$ cat src/rtl/mem_arbiter_pkg.sv
// Shared types for the LC-3 memory arbiter: FSM states, requester ids
// and the registered downstream request bundle.
package arb_types;

    localparam int ARB_ADDR_W = 16;
    localparam int ARB_DATA_W = 16;
    localparam int ARB_BE_W   = ARB_DATA_W / 8;

    typedef enum logic [1:0] {
        ARB_IDLE,
        ARB_IBUSY,
        ARB_DBUSY
    } arb_state_t;

    typedef enum logic {
        REQ_I,
        REQ_D
    } requester_t;

    typedef struct packed {
        logic                  read;
        logic                  write;
        logic [ARB_BE_W-1:0]   byte_enable;
        logic [ARB_ADDR_W-1:0] address;
        logic [ARB_DATA_W-1:0] wdata;
    } mem_req_t;

    // Write wins when a requester raises read and write together.
    function automatic mem_req_t make_req(
        input logic                  rd,
        input logic                  wr,
        input logic [ARB_BE_W-1:0]   be,
        input logic [ARB_ADDR_W-1:0] addr,
        input logic [ARB_DATA_W-1:0] wdata
    );
        mem_req_t r;
        r.read        = rd & ~wr;
        r.write       = wr;
        r.byte_enable = be;
        r.address     = addr;
        r.wdata       = wdata;
        return r;
    endfunction

endpackage

$ cat src/rtl/mem_arbiter_req_reg.sv
// Request register feeding the downstream memory port.
// Ports: clk, reset (async high), i_load, i_clear, i_req -> o_req.
module arb_req_reg
    import arb_types::*;
(
    input  logic     clk,
    input  logic     reset,
    input  logic     i_load,
    input  logic     i_clear,
    input  mem_req_t i_req,
    output mem_req_t o_req
);

    mem_req_t r_req;

    always_ff @(posedge clk or posedge reset) begin
        if (reset) begin
            r_req <= '0;
        end else if (i_clear) begin
            r_req <= '0;
        end else if (i_load) begin
            r_req <= i_req;
        end
    end

    assign o_req = r_req;

endmodule

$ cat src/rtl/mem_arbiter.sv
// Serialises instruction- and data-side requests onto one memory port.
// Ports: clk, reset, i_* / d_* requester sides, mem_* downstream port.
module mem_arbiter
    import arb_types::*;
#(
    parameter int ADDR_W = ARB_ADDR_W,
    parameter int DATA_W = ARB_DATA_W,
    parameter int BE_W   = DATA_W / 8
) (
    input  logic              clk,
    input  logic              reset,
    input  logic              i_read,
    input  logic              i_write,
    input  logic [BE_W-1:0]   i_byte_enable,
    input  logic [ADDR_W-1:0] i_address,
    input  logic [DATA_W-1:0] i_wdata,
    output logic              i_resp,
    output logic [DATA_W-1:0] i_rdata,
    input  logic              d_read,
    input  logic              d_write,
    input  logic [BE_W-1:0]   d_byte_enable,
    input  logic [ADDR_W-1:0] d_address,
    input  logic [DATA_W-1:0] d_wdata,
    output logic              d_resp,
    output logic [DATA_W-1:0] d_rdata,
    output logic              mem_read,
    output logic              mem_write,
    output logic [BE_W-1:0]   mem_byte_enable,
    output logic [ADDR_W-1:0] mem_address,
    output logic [DATA_W-1:0] mem_wdata,
    input  logic              mem_resp,
    input  logic [DATA_W-1:0] mem_rdata
);

    arb_state_t r_state;
    arb_state_t w_next_state;
    requester_t r_last_grant;
    requester_t w_next_last;
    requester_t w_sel;
    logic       w_load;
    logic       w_clear;
    logic       w_i_pend;
    logic       w_d_pend;
    mem_req_t   w_req_in;
    mem_req_t   w_req_q;

    assign w_i_pend = i_read | i_write;
    assign w_d_pend = d_read | d_write;

    assign w_req_in = (w_sel == REQ_D)
        ? make_req(d_read, d_write, d_byte_enable, d_address, d_wdata)
        : make_req(i_read, i_write, i_byte_enable, i_address, i_wdata);

    always_ff @(posedge clk or posedge reset) begin
        if (reset) begin
            r_state      <= ARB_IDLE;
            r_last_grant <= REQ_I;
        end else begin
            r_state      <= w_next_state;
            r_last_grant <= w_next_last;
        end
    end

    always_comb begin
        w_next_state = r_state;
        w_next_last  = r_last_grant;
        w_sel        = REQ_I;
        w_load       = 1'b0;
        w_clear      = 1'b0;
        i_resp       = 1'b0;
        d_resp       = 1'b0;
        unique case (r_state)
            ARB_IDLE: begin
                // D has priority, except right after a D access so I
                // can never be starved by a busy data side.
                if (w_d_pend && (!w_i_pend || r_last_grant == REQ_I)) begin
                    w_sel        = REQ_D;
                    w_load       = 1'b1;
                    w_next_state = ARB_DBUSY;
                end else if (w_i_pend) begin
                    w_sel        = REQ_I;
                    w_load       = 1'b1;
                    w_next_state = ARB_IBUSY;
                end
            end
            ARB_IBUSY: begin
                if (mem_resp) begin
                    i_resp       = 1'b1;
                    w_clear      = 1'b1;
                    w_next_last  = REQ_I;
                    w_next_state = ARB_IDLE;
                end
            end
            ARB_DBUSY: begin
                if (mem_resp) begin
                    d_resp       = 1'b1;
                    w_clear      = 1'b1;
                    w_next_last  = REQ_D;
                    w_next_state = ARB_IDLE;
                end
            end
            default: begin
                w_next_state = ARB_IDLE;
            end
        endcase
    end

    // Read data reaches only the owner, and only in its completion cycle.
    assign i_rdata = i_resp ? mem_rdata : '0;
    assign d_rdata = d_resp ? mem_rdata : '0;

    arb_req_reg u_req_reg (
        .clk     (clk),
        .reset   (reset),
        .i_load  (w_load),
        .i_clear (w_clear),
        .i_req   (w_req_in),
        .o_req   (w_req_q)
    );

    assign mem_read        = w_req_q.read;
    assign mem_write       = w_req_q.write;
    assign mem_byte_enable = w_req_q.byte_enable;
    assign mem_address     = w_req_q.address;
    assign mem_wdata       = w_req_q.wdata;

endmodule

$ cat config.mk
export PLATFORM = sky130hd
export DESIGN_NAME = mem_arbiter
export DESIGN_NICKNAME = d
export VERILOG_FILES = /design/src/rtl/mem_arbiter_pkg.sv /design/src/rtl/mem_arbiter_req_reg.sv /design/src/rtl/mem_arbiter.sv
export SDC_FILE = /design/constraint.sdc
export NUM_CORES = 1
export LEC_CHECK = 0
export BUFFER_PORTS_ARGS = -buffer_cell sky130_fd_sc_hd__buf_4
export CAP_MARGIN = 20
export CORE_UTILIZATION = 42
export CTS_CLUSTER_SIZE = 20
export DETAILED_ROUTE_END_ITERATION = 7
export GPL_ROUTABILITY_DRIVEN = 0
export PLACE_DENSITY = 0.9
export SLEW_MARGIN = 15
export SYNTH_ARGS = -nofsm -noshare
export SYNTH_HDL_FRONTEND = slang
export SYNTH_SLANG_ARGS = --single-unit
$ cat constraint.sdc
create_clock -name clk -period 2 [get_ports clk]
set_input_delay 0.3 -clock clk [delete_from_list [all_inputs] [get_ports clk]]
set_output_delay 0.3 -clock clk [all_outputs]
set_load 0.02 [all_outputs]
* Word level (Yosys, flattened, before mapping)
Index checks and enable logic that the tools add are counted.
** Storage, ports and cells
- ROM bits :: 0
- Bits in latches :: 0
- Bits in writable memories :: 0
- Word-level logic and storage cells :: 50
- Register bits after elaboration :: 39
- Memories :: 0
- Output and inout port bits :: 70
** Operators by class
- Shifts and indexed selects :: 0
- Div/mod/pow operators :: 0
- Bitwise operators :: 7
- Multipliers :: 0
- Magnitude comparators :: 0
- Multiplexer cells :: 21
- Eq/ne operators :: 6
- Reduce and logical (&&, ||, !) cells :: 9
- Add/subtract/negate cells :: 0
** Operator list (number)
- $mux 36 :: 3
- $mux 16 :: 2
- $mux 1 :: 11
- $mux 2 :: 3
- $ne 2x2->1 const B :: 2
- $pmux 2 s2 :: 1
- $reduce_bool 2->1 :: 2
- $ne 3x3->1 const B :: 1
- $not 1->1 :: 3
- $reduce_and 3->1 :: 1
- $and 1x1->1 :: 2
- $eq 2x1->1 const B :: 1
- $eq 2x2->1 const B :: 1
- $logic_not 2->1 :: 1
- $ne 2x1->1 const B :: 1
- $or 1x1->1 :: 2
- $pmux 1 s2 :: 1
- $reduce_and 2->1 :: 1
- $reduce_or 2->1 :: 1
- $logic_and 1x1->1 :: 1
- $logic_not 1->1 :: 1
- $logic_or 1x1->1 :: 1

* Longest topological paths before layout
- Depth in word-level cells :: 9
- Mapped depth :: 6
- Gate-level depth less buffers :: 5

* Modules after synthesis
A second synthesis with hierarchy kept.
** Second synthesis, totals
- Cell total of the unflattened synthesis :: 220
- Area, all modules :: 2379.8 µm²
** Modules (own cells, without submodules)
- arb_req_reg :: times used 1, sequential area each 900.9 µm², area an instance 1490.2 µm², cells each 117
- mem_arbiter :: times used 1, sequential area each 75.1 µm², area an instance 889.6 µm², cells each 103

* Worst setup path before layout
Ideal clock, no wire load.
- Path kind :: flip-flop to flip-flop
- Start point :: reg r_state[0]
- End point :: reg u_req_reg.r_req, in the netlist u_req_reg.o_req[22]
- Data arrival time :: 1.392 ns
- Period minus slack after synthesis :: 1.470 ns
- Slack :: 0.530 ns
- Cell stages (with the launch flop) :: 7
- Data required time :: 1.923 ns
- Setup time :: 0.077 ns
- Cell sequence :: dfrtp_1 inv_1 ha_1 o41a_4 clkbuf_1 o21ai_0 a21oi_1
** On the way
- Longest elaborated chain between the ends :: 5
- Elaborated cells on any way between the ends :: 11
- Those cells by class :: eq/ne: 2; mux: 6; reduce/logical: 3
** RTL lines
- start: declaration :: line mem_arbiter.sv:35 : arb_state_t r_state;
- start signal: assignment :: line mem_arbiter.sv:59 : r_state <= w_next_state;
- $logic_not 2->1 :: line mem_arbiter.sv:72 : unique case (r_state)
- $mux 1 :: line mem_arbiter.sv:72
- $mux 36 :: line mem_arbiter.sv:51 : ? make_req(d_read, d_write, d_byte_enable, d_address, d_wdata)
- $mux 36 :: line mem_arbiter_req_reg.sv:21 : end else if (i_load) begin
- $mux 36 :: line mem_arbiter_req_reg.sv:19 : end else if (i_clear) begin
- end signal: assignment :: line mem_arbiter_req_reg.sv:22 : r_req <= i_req;
- end: declaration :: line mem_arbiter_req_reg.sv:14 : mem_req_t r_req;
Parallel ways exist; a longest one is shown, timed or not. The select of a mux whose other input is x is not followed.
A chain may end at the register's enable or synchronous reset.

* Final worst setup path
- Start point :: reg r_state[1]
- End point :: out i_rdata[5]
** On the way
- Longest elaborated chain between the ends :: 3
** RTL lines
- $eq 2x1->1 :: line mem_arbiter.sv:72
- $mux 1 :: line mem_arbiter.sv:72
- $mux 16 :: line mem_arbiter.sv:109 : assign i_rdata = i_resp ? mem_rdata : '0;
- end: declaration :: line mem_arbiter.sv:18 : output logic [DATA_W-1:0] i_rdata,
No other way between the ends.

==> metrics.txt <==
clk buf depth 2; highest routed layer met4; metal2 WL between 4000 and 5000 µm; clock root cell clkbuf_8; DRT iter0 DRCs 300; Worst Max-Slew Pin Slew between 700 and 800 ps; DRC viols 0; kind of critical path flip-flop to output pin; Overall Power 5.820 mW; vias in the first global route 2757; Crit path depth 4; fill count ~460; clock power share between 10% and 20%; Placement Setup Slack 87.93 ps; Hold Fails Final Rpt 0; reg2reg path depth 6; Num CTS Buffers 5; Remaining Overflow, GRT 0; Crit-path slowest cell dfrtp_1; WL final between 9000 and 10000 µm; Global Route Usage Sum between 20% and 30%; cell count after synthesis about 280; relative slew slack between 40% and 50%; DR pass1 iterations 5; area delta synth->final 54.94%; Yosys reg bits 39; cells along the critical path inv_1, ha_2, and3_1, buf_4; Sink Count 39; # setup viols final 0; M1 WL about 3500 µm; IO Count roughly 160; leakage 1.868 nW; NumNets Final 513; r2r startpoint r_state[1]; Pint ~3.1 mW; Peak Freq around 550 MHz; met3 WL 617 µm; Startpoint Class flip-flop; HP Class input port to async pin; CP Data Arrival Time 1510 ps; # Post-CTS Setup Buffers 0; Core ar. between 0.005 and 0.006 mm²; worst vdd ir 0.9330 mV; final period utilization between 90% and 100%; Crit Path Max Fanout 17; Sw Share 46.92%; Pwr per Cell Area between 1500 and 2000 mW/mm²; # rows 27; Reg-to-Reg End u_req_reg.o_req[4]; Via density 6.022; Crit. Startpoint r_state[1]; Buffers & Inverters on Critical Path 2; final hold slack 134.1 ps; Reg2Reg Setup Slack 240 ps; final antenna-violating net count 0; critical path data required time about 1700 ps; full die area a little over 0.006 mm²; Worst-path clk slew 80 ps; utilization after layout between 60% and 70%; first-pass GRT wire length about 14000 µm; TNS Setup 0 ps; cell family with most CP delay flip-flops; Yosys cell types 31; Die W 78.10 µm; worst setup margin 191.2 ps; RSZ-0062 raised after global routing false; Max Slew Vio Count 0; total number of vias 2963; share of cells above drive strength 1 between 40% and 50%; Mapped Area between 0.002 and 0.0025 mm²; clock skew approximately 7.1 ps; Max Cap Viol 0; PortBufs 160; initial antenna violation count 0; Syn Nets 373; post-DP HPWL between 5000 and 6000 µm; number of H-tree levels 2; crit-path max cell delay 400 ps; crit path time final between 1500 and 2000 ps; mean post-synth cell area 8.718 µm²; number of antenna cells inserted 0; Die Ht 78.10 µm; Starting Density roughly 44%; clock tree from TritonCTS yes; Seq pwr share 24.8%; largest net degree at the start of global routing 40; status finished clean; Worst Setup End Kind output pin; CP endpoint i_rdata[5]; latest clock arrival within the worst-skew pair between 200 and 300 ps; Comb power frac roughly 63%; detailed-route wire length per cell approximately 18 µm; post-synthesis sequential area ratio ~40%; YS warnings 0; Sw Pwr roughly 2.7 mW
[power by group through the flow]
stage / Sequential [mW] / Clock, mW / Combinational (mW)
after floorplan: 1.86 / 0 / 1.86
after global placement: 1.43 / 0 / 3.47
after detailed placement: 1.44 / 0 / 3.56
after CTS: 1.43 / 0.696 / 3.57
after global routing: 1.49 / 0.746 / 3.97
final: 1.45 / 0.690 / 3.68
[metrics by stage]
stage               cells  instance area, µm²
floorplan             279                2432
detailed placement    482                3608
finish                492                3769
CTS                   490                3726
global route          492                3769
global placement      482                3608
[cells in the mapped netlist]
cell type  instances  area share [%]
nor2b_1            1            0.26
o211ai_1           1            0.31
buf_4              1            0.31
o41a_4             1            0.87
or2_2              1            0.26
a2bb2oi_1          1            0.36
a41oi_1           34              12
a31oi_1            1            0.26
a21oi_1           35             7.2
dfrtp_1           39              40
nor2_1             2            0.31
o21a_1             1            0.31
inv_1              7             1.1
o41ai_4            1             1.1
o22ai_1            1            0.26
a21o_1             1            0.31
clkbuf_1          17             2.6
ha_1               3             1.5
buf_6              4             1.9
o21ai_1           10             2.1
and3_1            32             8.2
nand2b_1           1            0.26
o21ai_0           63              13
nor4_1             1            0.26
o32ai_1            1            0.36
buf_2             12             2.5
o221a_2            1            0.46
and2_1             1            0.26
buf_1              1            0.15
or4bb_1            1            0.46
nand2_1            3            0.46
[flip-flops by register name, summed over array words and instances, names as in the netlist]
| name | count |
|---|---|
| r_last_grant | 1 |
| r_state | 2 |
| u_req_reg.o_req | 36 |
[what timing repair did]
| action | 4_1_cts | 5_1_grt |
|---|---|---|
| resized for setup | 0 | 3 |
| hold buffers | 0 | 0 |
| hold endpoints to repair | 0 | 0 |
| setup endpoints to repair | 0 | 32 |
[cells in the final DEF, fill, tap and decap left out, drive strengths merged, types with 2 or more instances in the layout]
master / instances
dfrtp: 39
and3: 32
inv: 7
a21oi: 35
clkbuf: 6
o21ai: 73
ha: 3
a41oi: 34
buf: 167
nor2: 2
nand2: 3
o41a: 2
[tightest hold or removal path: stages]
cell and delay (ps):
buf_4 110, inv_1 50, buf_4 430
[per-layer routing]
metal,up-vias,track usage (%)
li1,1349,-
met1,1437,35.86
met2,159,47.28
met3,18,5.930
met4,0,9.815
met5,-,0
[area by class of cell]
type	count	area, µm²	share of cell area (%)
Tap cell	72	90.09	2.390
Inverter	7	26.28	0.6972
Multi-Input combinational cell	199	1285	34.10
Clock inverter	2	35.03	0.9296
Timing Repair Buffer	167	1274	33.80
Clock buffer	6	82.58	2.191
Sequential cell	39	975.9	25.90
[worst min-delay path by stage]
stage | from | endpoint
after floorplan | i_wdata[0] | u_req_reg.o_req[0]
after global placement | reset | u_req_reg.o_req[29]
after detailed placement | reset | u_req_reg.o_req[19]
after CTS | reset | u_req_reg.o_req[19]
after global routing | reset | u_req_reg.o_req[30]
final | reset | u_req_reg.o_req[29]
[cell families (layout without fill, tap and decap cells)]
logic type	count (synthesis)	in the layout	share of synthesized area, %
flops	39	39	40.12
compound gates	152	153	39.10
buf+inv	42	182	8.488
simple gates	43	43	10.75
fa+ha+maj	3	3	1.543
(Power assumes the default switching activity.)
